## src/rtl/instr_fetch_pkg.sv

```systemverilog
// instr_fetch_pkg: opcode/funct constants and fetch-state encoding shared with the control FSM.
package instr_fetch_pkg;
    typedef enum logic [1:0] {IDLE, REQ, DONE} fetch_state_t;
    localparam logic [5:0] OP_RTYPE = 6'h00;
    localparam logic [5:0] OP_J     = 6'h02;
    localparam logic [5:0] OP_JAL   = 6'h03;
    localparam logic [5:0] OP_BEQ   = 6'h04;
    localparam logic [5:0] OP_BNE   = 6'h05;
    localparam logic [5:0] FN_JR    = 6'h08;
endpackage

```

## src/rtl/next_pc_sel.sv

```systemverilog
// next_pc_sel: combinational next-PC selection (JR > jump > taken branch > fall-through).
module next_pc_sel
    import instr_fetch_pkg::*;
(
    input  logic [31:0] pc_plus4,
    input  logic [31:0] ir,
    input  logic [31:0] reg_rs,
    input  logic        jump,
    input  logic        beq,
    input  logic        bne,
    input  logic        zero,
    output logic [31:0] next_pc,
    output logic        jr_misaligned
);
    logic        is_jr;
    logic        take_br;
    logic [31:0] br_off;

    assign is_jr         = jump && ir[31:26] == OP_RTYPE && ir[5:0] == FN_JR;
    assign take_br       = (beq && zero) || (bne && !zero);
    assign br_off        = {{14{ir[15]}}, ir[15:0], 2'b00};
    assign jr_misaligned = is_jr && |reg_rs[1:0];
    // A misaligned JR target is still taken, with its low bits cleared.
    assign next_pc = is_jr   ? {reg_rs[31:2], 2'b00} :
                     jump    ? {pc_plus4[31:28], ir[25:0], 2'b00} :
                     take_br ? pc_plus4 + br_off : pc_plus4;
endmodule

```

## src/rtl/instr_fetch.sv

```systemverilog
// instr_fetch: fetch FSM with ack timeout, PC/IR registers and sticky error flags.
module instr_fetch
    import instr_fetch_pkg::*;
#(
    parameter logic [31:0] RESET_PC = 32'h0000_0000,
    parameter int          MAX_WAIT = 15
) (
    input  logic        clk,
    input  logic        reset,
    input  logic        fetch_en,
    input  logic        pc_we,
    input  logic        jump,
    input  logic        beq,
    input  logic        bne,
    input  logic        zero,
    input  logic [31:0] reg_rs,
    output logic        imem_req,
    output logic [31:0] imem_addr,
    input  logic [31:0] imem_rdata,
    input  logic        imem_ack,
    output logic [5:0]  opcode,
    output logic [5:0]  funct,
    output logic [4:0]  rs,
    output logic [4:0]  rt,
    output logic [4:0]  rd,
    output logic [15:0] imm,
    output logic [31:0] pc,
    output logic [31:0] pc_plus4,
    output logic        ir_valid,
    output logic        busy,
    output logic [1:0]  err
);
    localparam int WW = $clog2(MAX_WAIT + 1);

    fetch_state_t  state, state_nxt;
    logic [31:0]   ir;
    logic [31:0]   next_pc;
    logic [WW-1:0] wait_cnt;
    logic          upd_done;
    logic          jr_misaligned;
    logic          pc_upd;
    logic          timeout;

    assign imem_req  = state == REQ;
    assign busy      = state != IDLE;
    assign imem_addr = pc;
    assign pc_plus4  = pc + 32'd4;
    assign opcode    = ir[31:26];
    assign rs        = ir[25:21];
    assign rt        = ir[20:16];
    assign rd        = ir[15:11];
    assign imm       = ir[15:0];
    assign funct     = ir[5:0];
    assign timeout   = imem_req && !imem_ack && wait_cnt == WW'(MAX_WAIT - 1);
    // One PC update per fetched instruction, only while the fetch engine is idle.
    assign pc_upd    = pc_we && ir_valid && !upd_done && !busy;

    next_pc_sel u_next_pc_sel (
        .pc_plus4      (pc_plus4),
        .ir            (ir),
        .reg_rs        (reg_rs),
        .jump          (jump),
        .beq           (beq),
        .bne           (bne),
        .zero          (zero),
        .next_pc       (next_pc),
        .jr_misaligned (jr_misaligned)
    );

    always_ff @(posedge clk)
        state <= reset ? IDLE : state_nxt;

    always_comb begin
        state_nxt = IDLE;
        state_nxt = state == IDLE ? (fetch_en ? REQ : IDLE) :
                    state == REQ  ? (imem_ack ? DONE : timeout ? IDLE : REQ) : IDLE;
    end

    always_ff @(posedge clk) begin
        if (reset) begin
            pc       <= RESET_PC;
            ir       <= '0;
            ir_valid <= 1'b0;
            upd_done <= 1'b0;
            err      <= 2'b00;
            wait_cnt <= '0;
        end else begin
            wait_cnt <= imem_req ? wait_cnt + 1'b1 : '0;
            if (imem_req && imem_ack) begin
                ir       <= imem_rdata;
                ir_valid <= 1'b1;
                upd_done <= 1'b0;
            end
            if (timeout) err[0] <= 1'b1;
            if (pc_upd) begin
                pc       <= next_pc;
                ir_valid <= 1'b0;
                upd_done <= 1'b1;
                if (jr_misaligned) err[1] <= 1'b1;
            end
        end
    end
endmodule

```

## config.mk

```make
export PLATFORM = sky130hd
export DESIGN_NAME = instr_fetch
export DESIGN_NICKNAME = d
export VERILOG_FILES = /design/src/rtl/instr_fetch_pkg.sv /design/src/rtl/next_pc_sel.sv /design/src/rtl/instr_fetch.sv
export SDC_FILE = /design/constraint.sdc
export NUM_CORES = 1
export LEC_CHECK = 0
export ABC_CLOCK_PERIOD_IN_PS = 3350
export BUFFER_PORTS_ARGS = -buffer_cell sky130_fd_sc_hd__clkbuf_2
export CORE_AREA = 4 4 127 129
export CTS_CLUSTER_SIZE = 16
export DETAILED_ROUTE_END_ITERATION = 7
export DIE_AREA = 0 0 131 133
export PLACE_DENSITY = 0.78
export SYNTH_ARGS = -nofsm -noshare
export SYNTH_HDL_FRONTEND = slang
export SYNTH_SLANG_ARGS = --single-unit
```

## constraint.sdc

```tcl
create_clock -name clk -period 3.35 [get_ports clk]
set_clock_uncertainty 0.1 [all_clocks]
set_input_delay 0 -clock clk [delete_from_list [all_inputs] [get_ports clk]]
set_output_delay 0 -clock clk [all_outputs]
set_load 0.02 [all_outputs]
```

==> results_tabular.tex <==
\begin{tabular}{lr}
\hline
Metric & Value \\
\hline
\multicolumn{2}{l}{\textbf{Run status}} \\
Violated checks & setup timing \\
Result of the run & complete, but fails checks \\
\multicolumn{2}{l}{\textbf{Power}} \\
Leakage Power & 4.37 nW \\
Worst voltage drop across the vdd grid & around 0.34 mV \\
Design Power & 2.58 mW \\
Ratio of total power to cell area & 277 nW/um2 \\
\multicolumn{2}{l}{\textbf{STA}} \\
Worst Slack Setup Final & -113 ps \\
Setup-failing EPs final & 4 \\
Post-route clock period utilization & 103\% \\
Max Transition Viols Final & 0 \\
Unrepaired setup endpoints after global routing & yes \\
Worst hold-check slack & approximately 16 ps \\
Slew headroom & between 20 and 25\% \\
Fmax achieved & slightly below 300 MHz \\
Hold violation total from the final report & 0 \\
Transition time of the tightest slew-check pin & $\sim$1200 ps \\
Crit path time final & approximately 3500 ps \\
\multicolumn{2}{l}{\textbf{Yosys}} \\
Number of synthesized register bits & roughly 70 \\
Combinational family with the most area after synthesis & compound AO/OA/AOI/OAI gates \\
Number of distinct standard cells referenced by the synthesized netlist & a little under 70 \\
Mux share of post-synthesis cell area & less than 1\% \\
Synth Area in Compound Gates & 26.7\% \\
Most area-hungry cell type in the Yosys netlist & dfxtp\_1 \\
Number of flops mapped to enable cells by yosys & 0 \\
Async S/R FF share, synth & 0\% \\
Cell count after synthesis & a little under 800 \\
Post-synthesis share of cell area spent on and, or, nand and nor gates & between 20\% and 30\% \\
Sequential cell area fraction in the yosys report & around a quarter \\
Post-Synthesis Cell Area & 5860 um2 \\
Number of warnings reported in the yosys synthesis log & 0 \\
Post-synthesis xor/xnor area fraction & under 10\% \\
Average footprint of a synthesized cell & between 7 and 8 um2 \\
Dominant synthesized flop cell & dfxtp\_1 \\
Share of the synthesized area in the top cell type & 24.6\% \\
Fraction of the mapped netlist area in adder cells & 8.46\% \\
Top area cells in the synthesized netlist & dfxtp\_1 (25\%), ha\_1 (8.1\%), nand2\_1 (7.4\%) \\
\multicolumn{2}{l}{\textbf{Worst setup path}} \\
Worst Path Max Fanout & 4 \\
Worst Path Arrival & about 3600 ps \\
R2r startpoint & imem\_addr[3]\$\_SDFFE\_PP0P\_ \\
Startpoint Class & flop \\
Sort of element at the end of the critical path & flop \\
End of the worst register-to-register path & imem\_addr[24]\$\_SDFFE\_PP0P\_ \\
Setup slack, reg-to-reg & -110 ps \\
Required time worst endpoint & 3490 ps \\
Type of the worst setup path & flop to flop \\
Worst reg2reg path depth & 16 \\
\multicolumn{2}{l}{\textbf{Placed design}} \\
Count of placed standard cells including taps & between 1k and 1.5k \\
Placed inst area & 7810 um2 \\
Final estimated routing congestion in global placement & 0.951 \\
Detail Placement HPWL & around 17 mm \\
Number of port buffers & 210 \\
\multicolumn{2}{l}{\textbf{Layout}} \\
Layout Area Growth over Synthesis & 58.8\% \\
Count of non-filler cells in the finished layout & $\sim$1.3k \\
Share of the core filled with cells in the final layout & between 60\% and 70\% \\
Final Cell Area & roughly 9300 um2 \\
Proportion of layout cells with a drive suffix above 1 & a little over two fifths \\
Net count, final & 1229 \\
\multicolumn{2}{l}{\textbf{Routing}} \\
Total routed wirelength & between 20 and 25 mm \\
Detailed-router iteration count before antenna repair & 7 \\
Total number of vias & roughly 7.3k \\
Routed length on met3 & slightly below 2 mm \\
Final routed wire length divided by cell count & roughly 19 um \\
Amount of wire on met2 after detailed routing & 11.7 mm \\
Met1 WL & 10.2 mm \\
Initial drt markers & roughly 530 \\
Number of routed nets with antenna violations & 0 \\
Highest metal used & met4 \\
Number of DRC violations after detailed routing & 0 \\
Ratio of routed vias to standard cells & about 5.6 \\
\multicolumn{2}{l}{\textbf{CTS}} \\
Clk Tree Root Cell & clkbuf\_16 \\
H-tree Lvls & 3 \\
Insertion delay to the later sink of the worst-skew pair & about 340 ps \\
CTS clock-pin slew for the worst setup and hold paths & 60 ps \\
TritonCTS sink count & between 70 and 80 \\
Bufs on Longest Clock Path & 2 \\
TritonCTS clock tree & yes \\
Number of CTS-inserted buffers & 9 \\
\multicolumn{2}{l}{\textbf{Floorplanning}} \\
Full die area & about 17000 um2 \\
Number of top-level design ports & $\sim$220 \\
Effective utilization at floorplan & about 39\% \\
Horizontal extent of the die & around 130 um \\
Overall die height & between 100 and 150 um \\
Site Rows & 45 \\
Core area & approximately 15000 um2 \\
\multicolumn{2}{l}{\textbf{Worst hold path}} \\
Capture endpoint of the worst hold path & imem\_addr[7]\$\_SDFFE\_PP0P\_ \\
Classification of the worst-slack hold path & input port to flop \\
Worst hold path stage count & 3 \\
Worst min-delay path startpoint & reg\_rs[7] \\
\multicolumn{2}{l}{\textbf{Global route}} \\
Number of antenna violations at the first check in global routing & 2 \\
Aggregate global routing overflow & 0 \\
Number of global-route vias before repair & approximately 7.0k \\
Global router's overall resource usage & 26.8\% \\
Wire length of the first global-routing pass & 36.8 mm \\
Largest net degree at the start of global routing & 40 \\
\multicolumn{2}{l}{\textbf{Flow run}} \\
Count of max-cap constraint violations & 0 \\
\hline
\end{tabular}
cells in the final DEF (no fill, tap or decap), types with 5 or more instances in the layout:
cell type	instances
nor3_1	8
a21oi_1	72
inv_1	16
nand2_1	113
o22ai_1	8
nor2_1	58
ha_4	11
nand3_2	5
a21oi_2	11
conb_1	6
xnor2_1	20
xnor2_2	14
o21ai_1	13
o211ai_1	13
clkbuf_2	210
and3_1	11
dfxtp_1	60
dlygate4sd3_1	61
a211oi_1	19
xor2_1	9
dfxtp_2	10
a221oi_1	5
clkbuf_16	9
o21bai_1	8
o21ai_0	21
nand4_1	18
nand3_1	9
buf_4	128
ha_1	25
a21o_1	20
sequential cells by signal, indices dropped and copies added (netlist names):
register / cells
err: 2
state: 2
upd_done: 1
wait_cnt: 4
ir_valid: 1
ir: 32
imem_addr: 30
per-stage QoR:
step	TNS, ps	setup WS [ps]
after detailed placement	-232	-69.2
after floorplan	-2140	-263
after global routing	-1440	-227
after CTS	-16.7	-16.7
after global placement	-90.5	-39.9
final	-231	-113
cell type report:
| cell class | instances | area [um2] |
|---|---|---|
| Multi-Input combinational cell | 612 | 4510 |
| Timing Repair Buffer | 404 | 2690 |
| Sequential cell | 72 | 1460 |
| Inverter | 18 | 67.6 |
| Clock inverter | 7 | 104 |
| Clock buffer | 9 | 225 |
| Tap cell | 188 | 235 |
| Antenna cell | 2 | 5.00 |
| Fill cell | 1229 | 5730 |
report_power, final:
part	switching, mW	leakage (nW)	internal (mW)
registers	0.0342	0.590	0.881
logic	0.328	3.63	0.253
clock network	0.422	0.154	0.661
total	0.785	4.37	1.80
cell families (layout without fill, tap and decap cells):
group	Yosys count	count (layout)
buf+inv	102	438
flops	72	72
other cells	1	8
mux	4	4
compound gates	239	239
xor+xnor	52	52
fa+ha+maj	39	39
simple gates	272	272
Yosys cell counts (3+ instances only):
cell type,instances
nand2_1,116
o21ai_1,4
nor2b_1,4
o221ai_1,3
ha_1,38
nand3_1,12
nand2b_1,4
nand3b_1,3
buf_4,47
a211o_1,4
a31oi_1,5
xnor2_1,36
dfxtp_1,72
o21ai_0,33
inv_1,17
o211ai_1,13
a211oi_1,20
o31ai_1,3
o21a_1,4
a221oi_1,6
mux2i_1,3
nor3_1,12
a21o_1,20
clkbuf_1,34
nand4_1,18
xor2_1,14
a211oi_2,3
and4_1,7
nor4_1,4
a311oi_1,3
a21oi_1,85
o21bai_1,8
and3_1,12
nor2_1,64
o22ai_1,8
or3_1,4
worst max-delay path: stages, from the launching register on:
cell and delay, ps:
dfxtp_4 360, ha_4 130, and3_4 220, nand3_2 140, xnor2_4 250, ha_4 250, o21a_1 120, o21ai_2 170
a21oi_2 80, buf_4 140, a2111oi_4 450, o31ai_4 140, buf_4 160, a21oi_2 120, xnor2_1 120, a21oi_1 90
nor4_1 330
layer usage:
metal,up-vias,global-route usage (%)
li1,3438,-
met1,3446,34.3
met2,366,43.6
met3,74,5.73
met4,0,10.5
met5,-,0
worst max path at each step:
| stage | from | end | slack, ps | cells after the start |
|---|---|---|---|---|
| 6_report | imem_addr[3]$_SDFFE_PP0P_ | imem_addr[24]$_SDFFE_PP0P_ | -110 | 16 |
| 2_1_floorplan | imem_addr[2]$_SDFFE_PP0P_ | imem_addr[26]$_SDFFE_PP0P_ | -260 | 15 |
| 3_5_place_dp | imem_addr[3]$_SDFFE_PP0P_ | imem_addr[28]$_SDFFE_PP0P_ | -70 | 13 |
| 5_1_grt | imem_addr[3]$_SDFFE_PP0P_ | imem_addr[24]$_SDFFE_PP0P_ | -230 | 16 |
| 3_3_place_gp | imem_addr[3]$_SDFFE_PP0P_ | imem_addr[23]$_SDFFE_PP0P_ | -40 | 15 |
| 4_1_cts | imem_addr[2]$_SDFFE_PP0P_ | imem_addr[28]$_SDFFE_PP0P_ | -20 | 13 |
repair_timing:
item | 4_1_cts | 5_1_grt
buffers inserted | 4 | 11
pin swaps | 14 | 50
hold buffers | 61 | 0
setup endpoints to repair | 8 | 17
gates resized for setup | 19 | 66
endpoints found under the hold margin | 59 | 0
(Power assumes the default switching activity.)
